$ cat src/rtl/aud_session_pkg.sv
`default_nettype none
// ============================================================================
// Module   : aud_session_pkg
// Brief    : Shared types, default geometry and slot-size helper for the
//            audio record/playback session controller.
// Revision : 1.0  initial release
// ============================================================================
package aud_session_pkg;

    localparam int DEF_NUM_SLOTS = 4;
    localparam int DEF_ADDR_W    = 20;

    typedef enum logic [2:0] {
        ST_INIT       = 3'd0,
        ST_IDLE       = 3'd1,
        ST_RECD       = 3'd2,
        ST_RECD_PAUSE = 3'd3,
        ST_PLAY       = 3'd4,
        ST_PLAY_PAUSE = 3'd5,
        ST_LOOP       = 3'd6
    } state_t;

    // Words per slot: the SRAM address space split evenly across the slots.
    function automatic logic [63:0] slot_size(input int addr_w, input int num_slots);
        return (64'd1 << addr_w) / 64'(num_slots);
    endfunction

endpackage
`default_nettype wire

$ cat src/rtl/aud_session_if.sv
`default_nettype none
// ============================================================================
// Module   : aud_session_if
// Brief    : Key, recorder/DSP handshake and slot status bundle of the
//            session controller; master = controller side.
// Revision : 1.0  initial release
// ============================================================================
interface aud_session_if #(
    parameter int NUM_SLOTS = aud_session_pkg::DEF_NUM_SLOTS,
    parameter int ADDR_W    = aud_session_pkg::DEF_ADDR_W
);
    logic                          i_key_rec;
    logic                          i_key_play;
    logic                          i_key_stop;
    logic                          i_key_slot;
    logic                          i_loop;
    logic [ADDR_W-1:0]             i_rec_addr;
    logic                          i_rec_fin;
    logic                          i_play_fin;

    logic                          o_rec_start;
    logic                          o_rec_pause;
    logic                          o_rec_stop;
    logic                          o_dsp_start;
    logic                          o_dsp_pause;
    logic                          o_dsp_stop;
    logic [$clog2(NUM_SLOTS)-1:0]  o_slot;
    logic [ADDR_W-1:0]             o_slot_base;
    logic [ADDR_W-1:0]             o_slot_end;
    logic [NUM_SLOTS-1:0]          o_slot_valid;
    logic                          o_sram_we_n;
    logic [2:0]                    o_state;

    modport master (
        input  i_key_rec, i_key_play, i_key_stop, i_key_slot, i_loop,
               i_rec_addr, i_rec_fin, i_play_fin,
        output o_rec_start, o_rec_pause, o_rec_stop,
               o_dsp_start, o_dsp_pause, o_dsp_stop,
               o_slot, o_slot_base, o_slot_end, o_slot_valid,
               o_sram_we_n, o_state
    );

    modport slave (
        output i_key_rec, i_key_play, i_key_stop, i_key_slot, i_loop,
               i_rec_addr, i_rec_fin, i_play_fin,
        input  o_rec_start, o_rec_pause, o_rec_stop,
               o_dsp_start, o_dsp_pause, o_dsp_stop,
               o_slot, o_slot_base, o_slot_end, o_slot_valid,
               o_sram_we_n, o_state
    );

endinterface
`default_nettype wire

$ cat src/rtl/aud_slot_table.sv
`default_nettype none
// ============================================================================
// Module   : aud_slot_table
// Brief    : Per-slot recorded end address and valid flag, with write,
//            clear and indexed read.
// Revision : 1.0  initial release
// ============================================================================
module aud_slot_table
    import aud_session_pkg::*;
#(
    parameter int NUM_SLOTS = DEF_NUM_SLOTS,
    parameter int ADDR_W    = DEF_ADDR_W
) (
    input  wire logic                         i_clk,
    input  wire logic                         i_rst_n,
    input  wire logic                         i_wr_en,
    input  wire logic [$clog2(NUM_SLOTS)-1:0] i_wr_idx,
    input  wire logic [ADDR_W-1:0]            i_wr_end,
    input  wire logic                         i_wr_valid,
    input  wire logic                         i_clr_en,
    input  wire logic [$clog2(NUM_SLOTS)-1:0] i_clr_idx,
    input  wire logic [$clog2(NUM_SLOTS)-1:0] i_rd_idx,
    output logic      [ADDR_W-1:0]            o_rd_end,
    output logic      [NUM_SLOTS-1:0]         o_valid
);
    localparam int c_slot_w = $clog2(NUM_SLOTS);

    logic [ADDR_W-1:0] w_end [NUM_SLOTS];

    for (genvar g = 0; g < NUM_SLOTS; g++) begin : g_slot
        logic [ADDR_W-1:0] r_end;
        logic              r_valid;

        always_ff @(posedge i_clk or negedge i_rst_n) begin
            if (!i_rst_n) begin
                r_end   <= '0;
                r_valid <= 1'b0;
            end else if (i_wr_en && (i_wr_idx == c_slot_w'(g))) begin
                r_end   <= i_wr_end;
                r_valid <= i_wr_valid;
            end else if (i_clr_en && (i_clr_idx == c_slot_w'(g))) begin
                r_valid <= 1'b0;
            end
        end

        assign w_end[g]   = r_end;
        assign o_valid[g] = r_valid;
    end

    assign o_rd_end = w_end[i_rd_idx];

endmodule
`default_nettype wire

$ cat src/rtl/aud_session_ctrl.sv
`default_nettype none
// ============================================================================
// Module   : aud_session_ctrl
// Brief    : Record / pause / play / loop session FSM over NUM_SLOTS equal
//            SRAM slots, driving recorder and DSP control levels.
// Revision : 1.0  initial release
// ============================================================================
module aud_session_ctrl
    import aud_session_pkg::*;
#(
    parameter int NUM_SLOTS = DEF_NUM_SLOTS,
    parameter int ADDR_W    = DEF_ADDR_W
) (
    input  wire logic      i_clk,
    input  wire logic      i_rst_n,
    input  wire logic      i_i2c_fin,
    aud_session_if.master  bus
);
    localparam int                c_slot_w       = $clog2(NUM_SLOTS);
    localparam int                c_low_w        = ADDR_W - c_slot_w;
    localparam logic [ADDR_W-1:0] c_slot_ofs_max = ADDR_W'(slot_size(ADDR_W, NUM_SLOTS) - 64'd1);

    state_t              r_state, w_state_nxt;
    logic [c_slot_w-1:0] r_slot, w_slot_nxt;
    logic                r_rec_start, r_rec_pause, r_rec_stop;
    logic                r_dsp_start, r_dsp_pause, r_dsp_stop;
    logic                r_sram_we_n;
    logic                w_rec_start_nxt, w_rec_pause_nxt, w_rec_stop_nxt;
    logic                w_dsp_start_nxt, w_dsp_pause_nxt, w_dsp_stop_nxt;
    logic                w_sram_we_n_nxt;

    logic [ADDR_W-1:0]    w_slot_base, w_slot_last, w_slot_end;
    logic [NUM_SLOTS-1:0] w_slot_valid;
    logic                 w_rec_full, w_rec_end, w_play_end;
    logic                 w_from_rec, w_from_play;
    logic                 w_tbl_wr, w_tbl_clr, w_rec_nonempty;

    assign w_slot_base    = ADDR_W'(r_slot) << c_low_w;
    assign w_slot_last    = w_slot_base | c_slot_ofs_max;
    assign w_rec_full     = (bus.i_rec_addr == w_slot_last);
    assign w_rec_end      = bus.i_key_stop | bus.i_rec_fin | w_rec_full;
    assign w_play_end     = bus.i_key_stop | (bus.i_play_fin & ~bus.i_loop);
    assign w_rec_nonempty = (bus.i_rec_addr != w_slot_base);

    assign w_from_rec  = (r_state == ST_RECD) || (r_state == ST_RECD_PAUSE);
    assign w_from_play = (r_state == ST_PLAY) || (r_state == ST_PLAY_PAUSE);
    assign w_tbl_wr    = w_from_rec && (w_state_nxt == ST_IDLE);
    assign w_tbl_clr   = (r_state == ST_IDLE) && (w_state_nxt == ST_RECD);

    always_ff @(posedge i_clk or negedge i_rst_n) begin
        if (!i_rst_n) begin
            r_state     <= ST_INIT;
            r_slot      <= '0;
            r_rec_start <= 1'b0;
            r_rec_pause <= 1'b0;
            r_rec_stop  <= 1'b0;
            r_dsp_start <= 1'b0;
            r_dsp_pause <= 1'b0;
            r_dsp_stop  <= 1'b0;
            r_sram_we_n <= 1'b1;
        end else begin
            r_state     <= w_state_nxt;
            r_slot      <= w_slot_nxt;
            r_rec_start <= w_rec_start_nxt;
            r_rec_pause <= w_rec_pause_nxt;
            r_rec_stop  <= w_rec_stop_nxt;
            r_dsp_start <= w_dsp_start_nxt;
            r_dsp_pause <= w_dsp_pause_nxt;
            r_dsp_stop  <= w_dsp_stop_nxt;
            r_sram_we_n <= w_sram_we_n_nxt;
        end
    end

    // Only the highest-priority key (stop > rec > play > slot) is considered.
    always_comb begin
        w_state_nxt = r_state;
        w_slot_nxt  = r_slot;
        case (r_state)
            ST_INIT: begin
                if (i_i2c_fin) w_state_nxt = ST_IDLE;
            end
            ST_IDLE: begin
                if (!bus.i_key_stop) begin
                    if (bus.i_key_rec) begin
                        w_state_nxt = ST_RECD;
                    end else if (bus.i_key_play) begin
                        if (w_slot_valid[r_slot]) w_state_nxt = ST_PLAY;
                    end else if (bus.i_key_slot) begin
                        w_slot_nxt = r_slot + c_slot_w'(1);
                    end
                end
            end
            ST_RECD: begin
                if (w_rec_end)          w_state_nxt = ST_IDLE;
                else if (bus.i_key_rec) w_state_nxt = ST_RECD_PAUSE;
            end
            ST_RECD_PAUSE: begin
                if (bus.i_key_stop)     w_state_nxt = ST_IDLE;
                else if (bus.i_key_rec) w_state_nxt = ST_RECD;
            end
            ST_PLAY: begin
                if (w_play_end)          w_state_nxt = ST_IDLE;
                else if (bus.i_play_fin) w_state_nxt = ST_LOOP;
                else if (bus.i_key_play) w_state_nxt = ST_PLAY_PAUSE;
            end
            ST_PLAY_PAUSE: begin
                if (bus.i_key_stop)      w_state_nxt = ST_IDLE;
                else if (bus.i_key_play) w_state_nxt = ST_PLAY;
            end
            ST_LOOP: begin
                w_state_nxt = ST_PLAY;
            end
            default: begin
                w_state_nxt = ST_INIT;
            end
        endcase
    end

    // Control levels are held between transitions and updated only on one.
    always_comb begin
        w_rec_start_nxt = r_rec_start;
        w_rec_pause_nxt = r_rec_pause;
        w_rec_stop_nxt  = r_rec_stop;
        w_dsp_start_nxt = r_dsp_start;
        w_dsp_pause_nxt = r_dsp_pause;
        w_dsp_stop_nxt  = r_dsp_stop;
        w_sram_we_n_nxt = (w_state_nxt != ST_RECD);
        if (w_state_nxt != r_state) begin
            case (w_state_nxt)
                ST_RECD: begin
                    w_rec_start_nxt = 1'b1;
                    w_rec_pause_nxt = 1'b0;
                    w_rec_stop_nxt  = 1'b0;
                end
                ST_RECD_PAUSE: begin
                    w_rec_start_nxt = 1'b0;
                    w_rec_pause_nxt = 1'b1;
                end
                ST_PLAY: begin
                    w_dsp_start_nxt = 1'b1;
                    w_dsp_pause_nxt = 1'b0;
                    w_dsp_stop_nxt  = 1'b0;
                end
                ST_PLAY_PAUSE: begin
                    w_dsp_start_nxt = 1'b0;
                    w_dsp_pause_nxt = 1'b1;
                end
                ST_LOOP: begin
                    w_dsp_start_nxt = 1'b0;
                    w_dsp_stop_nxt  = 1'b1;
                end
                ST_IDLE: begin
                    if (w_from_rec) begin
                        w_rec_start_nxt = 1'b0;
                        w_rec_pause_nxt = 1'b0;
                        w_rec_stop_nxt  = 1'b1;
                    end else if (w_from_play) begin
                        w_dsp_start_nxt = 1'b0;
                        w_dsp_pause_nxt = 1'b0;
                        w_dsp_stop_nxt  = 1'b1;
                    end
                end
                default: ;
            endcase
        end
    end

    aud_slot_table #(
        .NUM_SLOTS (NUM_SLOTS),
        .ADDR_W    (ADDR_W)
    ) u_slot_table (
        .i_clk      (i_clk),
        .i_rst_n    (i_rst_n),
        .i_wr_en    (w_tbl_wr),
        .i_wr_idx   (r_slot),
        .i_wr_end   (bus.i_rec_addr),
        .i_wr_valid (w_rec_nonempty),
        .i_clr_en   (w_tbl_clr),
        .i_clr_idx  (r_slot),
        .i_rd_idx   (r_slot),
        .o_rd_end   (w_slot_end),
        .o_valid    (w_slot_valid)
    );

    assign bus.o_rec_start  = r_rec_start;
    assign bus.o_rec_pause  = r_rec_pause;
    assign bus.o_rec_stop   = r_rec_stop;
    assign bus.o_dsp_start  = r_dsp_start;
    assign bus.o_dsp_pause  = r_dsp_pause;
    assign bus.o_dsp_stop   = r_dsp_stop;
    assign bus.o_slot       = r_slot;
    assign bus.o_slot_base  = w_slot_base;
    assign bus.o_slot_end   = w_slot_end;
    assign bus.o_slot_valid = w_slot_valid;
    assign bus.o_sram_we_n  = r_sram_we_n;
    assign bus.o_state      = r_state;

endmodule
`default_nettype wire

$ cat src/flat_wrapper.sv
// flat-port wrapper written by rule: the top's interface ports become plain ports
module aud_session_ctrl_flat import aud_session_pkg::*;
#(
    parameter int NUM_SLOTS = DEF_NUM_SLOTS,
    parameter int ADDR_W    = DEF_ADDR_W
)
  (i_clk, i_rst_n, i_i2c_fin, bus_i_key_rec, bus_i_key_play, bus_i_key_stop, bus_i_key_slot, bus_i_loop, bus_i_rec_addr, bus_i_rec_fin, bus_i_play_fin, bus_o_rec_start, bus_o_rec_pause, bus_o_rec_stop, bus_o_dsp_start, bus_o_dsp_pause, bus_o_dsp_stop, bus_o_slot, bus_o_slot_base, bus_o_slot_end, bus_o_slot_valid, bus_o_sram_we_n, bus_o_state);
  aud_session_if #(.NUM_SLOTS(NUM_SLOTS), .ADDR_W(ADDR_W)) bus_i ();
  input  wire logic i_clk;
  input  wire logic i_rst_n;
  input  wire logic i_i2c_fin;
  input wire logic [$bits(bus_i.i_key_rec)-1:0] bus_i_key_rec;
  input wire logic [$bits(bus_i.i_key_play)-1:0] bus_i_key_play;
  input wire logic [$bits(bus_i.i_key_stop)-1:0] bus_i_key_stop;
  input wire logic [$bits(bus_i.i_key_slot)-1:0] bus_i_key_slot;
  input wire logic [$bits(bus_i.i_loop)-1:0] bus_i_loop;
  input wire logic [$bits(bus_i.i_rec_addr)-1:0] bus_i_rec_addr;
  input wire logic [$bits(bus_i.i_rec_fin)-1:0] bus_i_rec_fin;
  input wire logic [$bits(bus_i.i_play_fin)-1:0] bus_i_play_fin;
  output wire logic [$bits(bus_i.o_rec_start)-1:0] bus_o_rec_start;
  output wire logic [$bits(bus_i.o_rec_pause)-1:0] bus_o_rec_pause;
  output wire logic [$bits(bus_i.o_rec_stop)-1:0] bus_o_rec_stop;
  output wire logic [$bits(bus_i.o_dsp_start)-1:0] bus_o_dsp_start;
  output wire logic [$bits(bus_i.o_dsp_pause)-1:0] bus_o_dsp_pause;
  output wire logic [$bits(bus_i.o_dsp_stop)-1:0] bus_o_dsp_stop;
  output wire logic [$bits(bus_i.o_slot)-1:0] bus_o_slot;
  output wire logic [$bits(bus_i.o_slot_base)-1:0] bus_o_slot_base;
  output wire logic [$bits(bus_i.o_slot_end)-1:0] bus_o_slot_end;
  output wire logic [$bits(bus_i.o_slot_valid)-1:0] bus_o_slot_valid;
  output wire logic [$bits(bus_i.o_sram_we_n)-1:0] bus_o_sram_we_n;
  output wire logic [$bits(bus_i.o_state)-1:0] bus_o_state;
  assign bus_i.i_key_rec = bus_i_key_rec;
  assign bus_i.i_key_play = bus_i_key_play;
  assign bus_i.i_key_stop = bus_i_key_stop;
  assign bus_i.i_key_slot = bus_i_key_slot;
  assign bus_i.i_loop = bus_i_loop;
  assign bus_i.i_rec_addr = bus_i_rec_addr;
  assign bus_i.i_rec_fin = bus_i_rec_fin;
  assign bus_i.i_play_fin = bus_i_play_fin;
  assign bus_o_rec_start = bus_i.o_rec_start;
  assign bus_o_rec_pause = bus_i.o_rec_pause;
  assign bus_o_rec_stop = bus_i.o_rec_stop;
  assign bus_o_dsp_start = bus_i.o_dsp_start;
  assign bus_o_dsp_pause = bus_i.o_dsp_pause;
  assign bus_o_dsp_stop = bus_i.o_dsp_stop;
  assign bus_o_slot = bus_i.o_slot;
  assign bus_o_slot_base = bus_i.o_slot_base;
  assign bus_o_slot_end = bus_i.o_slot_end;
  assign bus_o_slot_valid = bus_i.o_slot_valid;
  assign bus_o_sram_we_n = bus_i.o_sram_we_n;
  assign bus_o_state = bus_i.o_state;
  aud_session_ctrl #(.NUM_SLOTS(NUM_SLOTS), .ADDR_W(ADDR_W)) u_core (.i_clk(i_clk), .i_rst_n(i_rst_n), .i_i2c_fin(i_i2c_fin), .bus(bus_i));
endmodule
$ cat config.mk
export PLATFORM = sky130hd
export DESIGN_NAME = aud_session_ctrl_flat
export DESIGN_NICKNAME = d
export VERILOG_FILES = /design/src/rtl/aud_session_pkg.sv /design/src/rtl/aud_session_if.sv /design/src/rtl/aud_slot_table.sv /design/src/rtl/aud_session_ctrl.sv /design/src/flat_wrapper.sv
export SDC_FILE = /design/constraint.sdc
export NUM_CORES = 1
export LEC_CHECK = 0
export CORE_MARGIN = 5
export CORE_UTILIZATION = 48
export CTS_BUF_LIST = sky130_fd_sc_hd__clkbuf_8 sky130_fd_sc_hd__clkbuf_16
export DETAILED_ROUTE_END_ITERATION = 8
export GPL_ROUTABILITY_DRIVEN = 1
export PLACE_DENSITY = 0.76
export REMOVE_ABC_BUFFERS = 1
export SLEW_MARGIN = 20
export SYNTH_ARGS = -nofsm -noshare
export SYNTH_HDL_FRONTEND = slang
export SYNTH_SLANG_ARGS = --single-unit
$ cat constraint.sdc
create_clock -name i_clk -period 1.9 [get_ports i_clk]
set_input_delay 0.285 -clock i_clk [delete_from_list [all_inputs] [get_ports i_clk]]
set_output_delay 0.285 -clock i_clk [all_outputs]
set_load 0.02 [all_outputs]
### Word-level counts from Yosys, hierarchy flattened

Index checks and enable logic that the tools add are counted.

* output and inout bits: 56
* register bits: 96
* input bits: 30
* logic and storage cells: 121

* mux-type cells: 40
* reductions and logical operators: 30
* bitwise logic cells: 9
* equality and inequality tests: 22
* add/sub/neg operators: 1
* order comparisons: 2

Operator list (number)
* 2-to-1 mux 3 bit: 14
* binary-select mux 20 bit (select 2 bit): 1
* 2-to-1 mux 20 bit: 2
* one-hot mux 3 bit (7 select lines): 1
* equality test 20 bit: 1
* != test 20 bit: 1
* equality test 3 bit, second input constant: 6
* 2-to-1 mux 1 bit: 15
* one-hot mux 1 bit (3 select lines): 5
* equality test 3 x 2 -> 1 bit, second input constant: 4
* AND reduction 4 bit: 3
* nonzero test 3 bit: 4
* logical AND 1 bit: 10
* nonzero test 2 bit: 5
* equality test 3 x 1 -> 1 bit, second input constant: 2
* AND reduction 3 bit: 2
* AND reduction 5 bit: 1
* equality test 2 bit, second input constant: 2
* != test 2 x 1 -> 1 bit, second input constant: 2
* inverter 1 bit: 4
* >= comparator 3 bit, second input constant: 1
* zero test 3 bit: 1
* less-than comparator 2 x 3 -> 1 bit, second input constant: 1
* != test 3 x 2 -> 1 bit, second input constant: 1
* 12 further kinds: 15

### Depth between registers and ports, before layout

Gate-level depths: netlist of the first run.

* depth after elaboration: 12
* gate-level depth with buffers: 9
* depth with buffers taken out: 6

### Modules after synthesis

From an unflattened synthesis of the first run, not the netlist that was laid out.

* cell total of the unflattened synthesis: 343
* area total of the unflattened synthesis: 4875.9 um^2

By module, submodules not included
* aud_slot_table: seq. area each 2102.0 um^2, times used 1, area each 3814.9 um^2, cells each 218
* aud_session_ctrl: seq. area each 301.5 um^2, times used 1, area each 1061.0 um^2, cells each 125

### Least setup slack after synthesis of the first run

No wires, ideal clock.

* path kind: register -> register
* from: register u_core.r_slot[0] (netlist: u_core.bus.o_slot[0])
* to: register u_core.u_slot_table.g_slot[0].r_end[0]
* buffers on the path: 3
* data arrival time: 2.149 ns
* path slack: -0.374 ns
* stages on the path, launching flop included: 8
* required time: 1.775 ns
* period minus slack after synthesis: 2.274 ns
* setup time: 0.125 ns
* path through: dfrtp_1 -> buf_6 -> clkbuf_1 -> inv_1 -> ha_1 -> nand3_1 -> buf_2 -> mux2_2

* longest elaborated chain between the ends: 10
* elaborated cells between the ends (all ways): 14
* those cells by class: eq/ne (2); mux (8); bitwise (1); reduce/logical (3)

Ends and longest elaborated chain
* start: declaration: line aud_session_ctrl.sv:24 `logic [c_slot_w-1:0] r_slot, w_slot_nxt;`
* start signal: assignment: line aud_session_ctrl.sv:63 `r_slot <= w_slot_nxt;`
* binary-select mux 1 bit (select 2 bit): line aud_session_ctrl.sv:87 `if (w_slot_valid[r_slot]) w_state_nxt = ST_PLAY;`
* 2-to-1 mux 1 bit (implied by the code): line aud_session_ctrl.sv:87
* 2-to-1 mux 3 bit: line aud_session_ctrl.sv:87
* 2-to-1 mux 3 bit: line aud_session_ctrl.sv:86 `end else if (bus.i_key_play) begin`
* 2-to-1 mux 3 bit: line aud_session_ctrl.sv:84 `if (bus.i_key_rec) begin`
* 2-to-1 mux 3 bit: line aud_session_ctrl.sv:83 `if (!bus.i_key_stop) begin`
* one-hot mux 3 bit (7 select lines): line aud_session_ctrl.sv:78 `case (r_state)`
* equality test 3 x 1 -> 1 bit: line aud_session_ctrl.sv:47 `assign w_tbl_wr = w_from_rec && (w_state_nxt == ST_IDLE);`
* logical AND 1 bit: line aud_session_ctrl.sv:47
* logical AND 1 bit *: line aud_slot_table.sv:38 `end else if (i_wr_en && (i_wr_idx == c_slot_w'(g))) begin`
* end signal: assignment: line aud_slot_table.sv:39 `r_end <= i_wr_end;`
* end: declaration: line aud_slot_table.sv:31 `logic [ADDR_W-1:0] r_end;`

Every way passes the cells marked *; elsewhere a longest branch is shown, timed or not. The select of a mux whose other input is x is not followed.
A chain may end at the register's enable or synchronous reset.

### Final worst setup path of the first run

* from: input port bus_i_rec_addr[7]
* to: register u_core.r_rec_pause (netlist: u_core.bus.o_rec_pause)

* longest elaborated chain between the ends: 7
* elaborated cells between the ends (all ways): 12
* those cells by class: eq/ne (6); mux (3); bitwise (1); reduce/logical (2)

Ends and longest elaborated chain
* start: declaration: line flat_wrapper.sv:17 `input wire logic [$bits(bus_i.i_rec_addr)-1:0] bus_i_rec_addr;`
* equality test 20 bit *: line aud_session_ctrl.sv:40 `assign w_rec_full = (bus.i_rec_addr == w_slot_last);`
* OR 1 bit *: line aud_session_ctrl.sv:41 `assign w_rec_end = bus.i_key_stop | bus.i_rec_fin | w_rec_full;`
* 2-to-1 mux 3 bit *: line aud_session_ctrl.sv:94 `if (w_rec_end) w_state_nxt = ST_IDLE;`
* one-hot mux 3 bit (7 select lines) *: line aud_session_ctrl.sv:78
* equality test 3 x 1 -> 1 bit / equality test 3 x 2 -> 1 bit (equally long branches): line aud_session_ctrl.sv:129 `case (w_state_nxt)`
* != test 2 x 1 -> 1 bit (no line) / nonzero test 3 bit (equally long branches)
* AND reduction 3 bit (no line)
* end signal: assignment: line aud_session_ctrl.sv:65 `r_rec_pause <= w_rec_pause_nxt;`
* end: declaration: line aud_session_ctrl.sv:25 `logic r_rec_start, r_rec_pause, r_rec_stop;`

Every way passes the cells marked *; elsewhere a longest branch is shown, timed or not.

==> flow_summary.toml, run 1 <==
[outcome]
run_status = "finished with violations"
failing_checks = "negative setup slack"

[worst_setup_path]
worstSetupEndpointType = "flip-flop"
r2r_slack_ns = -0.26
setup.worst_path.start = "bus_i_rec_addr[7]"
worstSetupPathType = "primary input to flip-flop"
timing.critical_path.arrival_ns = 2.49
crit_path_end = "u_core.bus.o_rec_pause"
setup.worst_path.start_class = "primary input"
worst-path-max-fanout = 3
r2r_start = "u_core.bus.o_slot[0]"
required_ns = 2.16
critical_path.reg2reg.endpoint = "u_core.u_slot_table.g_slot[3].r_end[3]"
r2r_cells = 8

[timing]
final_hold_viol_count = 0
final_critical_path_setup_slack_ns = -0.330
fin_tns_setup_ns = -22.20
grt_setup_unrepaired = "true"
whs_ns = 0.311
time_the_worst_path_needs_with_i_o_delays_and_setup_ns = 2.23
number_of_endpoints_failing_setup_at_the_final_stage = 111
max_clock_freq_mhz = 449
maxSlewViolCount = 0
fin_crit_sh_pct = 117
fin_skew_ns = 0.0167

[routing]
post_drt_via_cell_ratio = 5.44
drtPass1Iterations = 4
drt_wl_total_um = 12600
drt-initial-drc-count = 156
ant_nets = 0
num_vias = 3446
wire_per_inst_um = 19.8
post-route-drc-count = 0

[floorplanning]
die_height_um = 112
ioPinCount = 86
core.rowCount = 37
core_area_um2 = 10200
floorplan.initialDensity_pct = 48.7
die_x_um = 112
design.die.area_um2 = 12500

[grt]
grt_start_max_net_pins = 39
first_global_vias = 3688
initial_antenna_violation_count = 0
global_route.overflow_total = 0
grt_pass1_wl_um = 19700
grt_util_all_layers_pct = 19.9

[hold_path]
worst_hold_path_type = "primary input to flip-flop"

[yosys]
syn_inst = 356
synth.yosys.seq_area_share_pct = 48.4
synth-edff-count = 0
synth_cell_types = 59
yosys_warnings = 0
number_of_register_bits_inferred_by_synthesis = 96
synth-main-ff-cell = "sky130_fd_sc_hd__dfrtp_1"
synthesis.area_um2 = 4960
synthesis.area_per_instance_um2 = 13.9
synthArstFlopShare_pct = 100

[clocking]
clkTransAtPathRegs_ns = 0.09
clk_latency_ns = 0.37
total_clock_buffers_created_by_cts = 9
tritoncts = "built"
clock_sink_count = 96
cts_max_level = 3
cts_root_buf = "sky130_fd_sc_hd__clkbuf_8"
cts-root-to-sink-buffers = 2

[layout]
antenna_cells_inserted = 0
layout.cells.most_common_list = "92 x sky130_fd_sc_hd__dfrtp_1, 59 x sky130_fd_sc_hd__buf_4, 49 x sky130_fd_sc_hd__mux2_2"
fin_cells = 633
finish.utilization_pct = 67.7
fin_nets = 526
drive_gt1_share_pct = 51.5
area.growth.synth_to_final_pct = 38.8
commonest_non_fill_non_tap_cell_in_the_layout = "sky130_fd_sc_hd__dfrtp_1"

[power_and_ir_drop]
cell_internal_pwr_mw = 7.26
p_switching_mw = 3.91
power_mw = 11.2
power_switching_share_pct = 35.0
pwr_density_cell_nw_per_um2 = 1620
leakage_nw = 3.29
sequentialPowerShare_pct = 31.1
power.combinational.fraction_pct = 55.7
clkPwrFrac_pct = 13.1
worst_ir_drop_vdd_mv = 0.942

[placement]
port-buffer-count = 67
place.gp.congestion = 0.873
place.detailed.hpwl_um = 8340
placed_cells_incl_taps = 599

[run]
maxCapViolations = 0
==> worst min-delay path by stage <==
stage                                                    endpoint          startpoint  cells past startpoint
after detailed placement                    u_core.bus.o_state[0]             i_rst_n                      1
after global routing      u_core.u_slot_table.g_slot[1].r_end[13]  bus_i_rec_addr[13]                      3
after global placement                      u_core.bus.o_state[0]             i_rst_n                      1
after CTS                                   u_core.bus.o_dsp_stop             i_rst_n                      2
after floorplan                            u_core.bus.o_dsp_pause             i_rst_n                      0
final                     u_core.u_slot_table.g_slot[0].r_end[13]  bus_i_rec_addr[13]                      3
==> cell usage after synthesis (2+ instances only) <==
library cell	instances	area [µm²]
sky130_fd_sc_hd__mux2_2	61	687
sky130_fd_sc_hd__nand2_1	11	41.3
sky130_fd_sc_hd__ha_1	4	50.1
sky130_fd_sc_hd__nand3_1	4	20.0
sky130_fd_sc_hd__o211ai_1	2	15.0
sky130_fd_sc_hd__nor2_1	4	15.0
sky130_fd_sc_hd__or2_2	2	12.5
sky130_fd_sc_hd__nor2b_1	4	25.0
sky130_fd_sc_hd__o221ai_1	5	43.8
sky130_fd_sc_hd__o22ai_1	2	12.5
sky130_fd_sc_hd__mux4_2	20	450
sky130_fd_sc_hd__nand2b_1	8	50.1
sky130_fd_sc_hd__o21bai_1	2	15.0
sky130_fd_sc_hd__o31ai_1	2	15.0
sky130_fd_sc_hd__o21ai_0	3	15.0
sky130_fd_sc_hd__buf_6	4	45.0
sky130_fd_sc_hd__nand4_1	9	56.3
sky130_fd_sc_hd__dfrtp_1	95	2380
sky130_fd_sc_hd__mux2_4	20	300
sky130_fd_sc_hd__a32o_1	2	20.0
sky130_fd_sc_hd__nor4_1	4	25.0
sky130_fd_sc_hd__nor3_1	3	15.0
sky130_fd_sc_hd__buf_2	11	55.1
sky130_fd_sc_hd__xnor2_1	3	26.3
sky130_fd_sc_hd__inv_1	9	33.8
sky130_fd_sc_hd__clkbuf_1	4	15.0
sky130_fd_sc_hd__buf_4	25	188
sky130_fd_sc_hd__mux2i_1	2	20.0
==> state kept, by name, indices dropped and copies added (netlist names) <==
name / cells
u_core.u_slot_table.g_slot.r_end: 80
u_core.u_slot_table.g_slot.r_valid: 4
u_core.bus.o_state: 3
u_core.bus.o_slot: 2
u_core.bus.o_dsp_pause: 1
u_core.bus.o_dsp_start: 1
u_core.bus.o_dsp_stop: 1
u_core.bus.o_rec_pause: 1
u_core.bus.o_rec_start: 1
u_core.bus.o_rec_stop: 1
u_core.bus.o_sram_we_n: 1
==> kinds of logic (layout without fill, tap and decap cells) <==
logic type / after synthesis / in the layout / share of synthesized area (%)
multiplexers: 103 / 103 / 29.4
flip-flops: 96 / 96 / 48.4
AND/OR/NAND/NOR: 63 / 63 / 8.02
buffers and inverters: 53 / 177 / 6.78
AO/OA/AOI/OAI: 33 / 33 / 5.80
adder cells (fa/ha/maj): 4 / 4 / 1.01
XOR/XNOR: 3 / 3 / 0.529
other: 1 / 18 / 0.0756
==> per-layer routing <==
| metal | share of wire, % | GRT usage (%) | vias up |
|---|---|---|---|
| li1 | - | - | 1553 |
| met5 | 0 | 0 | - |
| met1 | 45 | 26.6 | 1769 |
| met4 | 2.2 | 5.68 | 0 |
| met2 | 48 | 32.3 | 108 |
| met3 | 5.4 | 4.89 | 16 |
==> final cells by class <==
class                           count  area [µm²]
Sequential cell                    96        2410
Inverter                            9        33.8
Clock inverter                      6        76.3
Clock buffer                       10         138
Multi-Input combinational cell    224        2490
Tap cell                          136         170
Timing Repair Buffer              152        1580
Fill cell                         677        3290
==> power groups by stage <==
stage               registers, mW  clock network [mW]  logic (mW)
global route                 3.58                1.57        6.58
global placement             3.40                   0        5.33
CTS                          3.45                1.50        6.03
finish                       3.48                1.47        6.22
detailed placement           3.46                   0        5.43
floorplan                    3.66                   0        2.89
==> what timing repair did <==
action,in CTS,in global routing
endpoints found under the hold margin,29,0
gates cloned,1,3
buffers inserted,13,2
hold buffers,1,0
endpoints found under the setup margin,116,113
pin swaps,12,10
resized for setup,162,36
==> per-stage QoR <==
stage,worst slack [ns],cell area [µm²]
after floorplan,-1.54,4720
after global placement,-0.621,6150
after detailed placement,-0.609,6150
after CTS,-0.235,6700
after global routing,-0.321,6890
final,-0.330,6890
==> critical path, stage by stage <==
cell and delay [ns]:
sky130_fd_sc_hd__clkdlybuf4s50_1 0.50, sky130_fd_sc_hd__nand4_1 0.26, sky130_fd_sc_hd__nor3_4 0.29, sky130_fd_sc_hd__buf_4 0.16
sky130_fd_sc_hd__a21oi_2 0.07, sky130_fd_sc_hd__o311a_1 0.38, sky130_fd_sc_hd__a221o_1 0.34, sky130_fd_sc_hd__a32o_1 0.21
Note: power is estimated with default switching activity, not from simulation.
==> inputs of run 2 (changes only) <==
CTS_CLUSTER_SIZE = 40   (was default)
==> results of run 2 <==
Same layout as run 1: the final DEF is identical, and so are final timing and power.
==> inputs of run 3 (changes only) <==
CORE_MARGIN = default   (was 5)
==> flow_summary.toml, run 3 (synthesis gave the netlist of run 1 again) <==
[outcome]
run_status = "finished with violations"
failing_checks = "negative setup slack"

[routing]
ant_nets = 0
drt_wl_total_um = 11800
post-route-drc-count = 0
wire_per_inst_um = 18.4
drtPass1Iterations = 4
num_vias = 3495
post_drt_via_cell_ratio = 5.46
drt-initial-drc-count = 160

[grt]
grt_pass1_wl_um = 18400
global_route.overflow_total = 0
initial_antenna_violation_count = 0
grt_start_max_net_pins = 44
grt_util_all_layers_pct = 21.9
first_global_vias = 3552

[floorplanning]
design.die.area_um2 = 10800
ioPinCount = 86
core.rowCount = 36
floorplan.initialDensity_pct = 50.1
die_height_um = 104
die_x_um = 104
core_area_um2 = 9910

[hold_path]
worst_hold_path_type = "primary input to flip-flop"
hold_path_endpoint = "u_core.u_slot_table.g_slot[0].r_end[11]"
hold_path_depth = 2
min-delay-start = "bus_i_rec_addr[11]"

[worst_setup_path]
worstPathCellList = "xnor2_2 -> and4bb_4 -> a211oi_4 -> o21bai_4 -> buf_6 -> a221o_1 -> a32o_1"
critical_path.max_stage_delay_ns = 0.51
r2r_start = "u_core.bus.o_slot[0]"
setup.worst_path.start_class = "flip-flop"
worstSetupEndpointType = "flip-flop"
r2r_cells = 7
worst-path-buf-inv = 1
worstSetupPathType = "flip-flop to flip-flop"
critical_path.reg2reg.endpoint = "u_core.bus.o_rec_pause"
timing.critical_path.arrival_ns = 2.45
r2r_slack_ns = -0.30
critical-path-top-delay-family = "compound AO/OA/AOI/OAI gates"
worst-path-max-fanout = 6
highest_delay_cell_along_the_critical_path = "sky130_fd_sc_hd__dfrtp_2"
stages_on_the_worst_setup_path = 7
required_ns = 2.16

[power_and_ir_drop]
pwr_density_cell_nw_per_um2 = 1610
p_switching_mw = 3.84
sequentialPowerShare_pct = 31.5
leakage_nw = 3.27
power.combinational.fraction_pct = 55.2
clkPwrFrac_pct = 13.3
power_switching_share_pct = 35.0
worst_ir_drop_vdd_mv = 0.867
cell_internal_pwr_mw = 7.14

[run]
maxCapViolations = 0

[clocking]
clkTransAtPathRegs_ns = 0.10
tritoncts = "built"
clock_sink_count = 96
clk_latency_ns = 0.36
cts_max_level = 3
total_clock_buffers_created_by_cts = 9
cts-root-to-sink-buffers = 2
cts_root_buf = "sky130_fd_sc_hd__clkbuf_8"

[layout]
largest_register = "u_core.u_slot_table.g_slot.r_end"
area_of_the_multi_input_gates_um2 = 2440
finish.utilization_pct = 68.9
antenna_cells_inserted = 0
largest_register_ff_count = 80
register_area_um2 = 2410
num-fill-cells = 676
commonest_non_fill_non_tap_cell_in_the_layout = "sky130_fd_sc_hd__dfrtp_1"
drive_gt1_share_pct = 52.1
layout.cells.most_common_list = "92 x sky130_fd_sc_hd__dfrtp_1, 70 x sky130_fd_sc_hd__buf_4, 60 x sky130_fd_sc_hd__mux2_2"
area.growth.synth_to_final_pct = 37.6
fin_nets = 536

[placement]
port-buffer-count = 67
place.gp.congestion = 0.866
placement.setup.worst_slack_ns = -0.662
place.detailed.hpwl_um = 7970

[timing]
number_of_endpoints_failing_setup_at_the_final_stage = 112
max_clock_freq_mhz = 455
final_critical_path_setup_slack_ns = -0.298
fin_skew_ns = 0.0119
grt_setup_unrepaired = "true"
fin_crit_sh_pct = 116
max_slew_margin_pct = 60.6
max_slew.worst_pin.slew_ns = 0.591
final_hold_viol_count = 0
time_the_worst_path_needs_with_i_o_delays_and_setup_ns = 2.20
maxSlewViolCount = 0
## run 3: metal layers
| metal | track usage [%] | wire length, µm | vias to the layer above |
|---|---|---|---|
| li1 | - | - | 1578 |
| met1 | 28.6 | 5030 | 1797 |
| met2 | 37.5 | 6070 | 109 |
| met3 | 4.09 | 577 | 11 |
| met4 | 6.02 | 121 | 0 |
| met5 | 0 | 0 | - |
## run 3: worst max-delay path by stage
stage | from | endpoint | slack [ns]
after floorplan | u_core.bus.o_slot[0] | u_core.u_slot_table.g_slot[0].r_end[0] | -1.54
after global placement | bus_i_rec_addr[11] | u_core.u_slot_table.g_slot[3].r_end[5] | -0.61
after detailed placement | bus_i_rec_addr[11] | u_core.u_slot_table.g_slot[3].r_end[13] | -0.66
after CTS | u_core.bus.o_slot[0] | bus_o_slot_end[0] | -0.26
after global routing | u_core.bus.o_slot[0] | u_core.bus.o_rec_pause | -0.35
final | u_core.bus.o_slot[0] | u_core.bus.o_rec_pause | -0.30
## run 3: final cells by class
class	count	share of cell area, %
multi-input cells	224	35.8
flip-flops and latches	96	35.2
repair buffers	162	22.7
clock buffers	13	2.62
well taps	133	2.44
clock inverters	3	0.678
inverters	9	0.495
## run 3: power groups by stage
stage	Clock (mW)	Sequential (mW)	Combinational [mW]
floorplan	0	3.66	2.89
global placement	0	3.37	5.35
detailed placement	0	3.43	5.45
CTS	1.48	3.42	5.37
global route	1.57	3.55	6.44
finish	1.46	3.46	6.07
## run 3: stage by stage
| step | cells | hold slack [ns] | total power [mW] | setup TNS [ns] | area, µm² |
|---|---|---|---|---|---|
| floorplan | 329 | -0.0106 | 6.55 | -137.65 | 4720 |
| global placement | 604 | 0.329 | 8.72 | -55.09 | 6180 |
| detailed placement | 604 | 0.334 | 8.89 | -58.54 | 6180 |
| CTS | 628 | 0.477 | 10.3 | -20.88 | 6520 |
| global route | 640 | 0.343 | 11.6 | -32.21 | 6830 |
| finish | 640 | 0.334 | 11.0 | -25.62 | 6830 |
## run 3: worst register-to-register path, stage by stage, from the launching register on
cell,delay (ns)
sky130_fd_sc_hd__dfrtp_2,0.51
sky130_fd_sc_hd__xnor2_2,0.18
sky130_fd_sc_hd__and4bb_4,0.24
sky130_fd_sc_hd__a211oi_4,0.29
sky130_fd_sc_hd__o21bai_4,0.17
sky130_fd_sc_hd__buf_6,0.15
sky130_fd_sc_hd__a221o_1,0.34
sky130_fd_sc_hd__a32o_1,0.22
## run 3: timing repair
| item | in CTS | in global routing |
|---|---|---|
| buffers inserted | 5 | 13 |
| gates cloned | 2 | 0 |
| hold buffers | 1 | 0 |
| gates resized for setup | 73 | 97 |
| hold endpoints to repair | 38 | 0 |
| endpoints found under the setup margin | 117 | 114 |
| pin swaps | 3 | 17 |
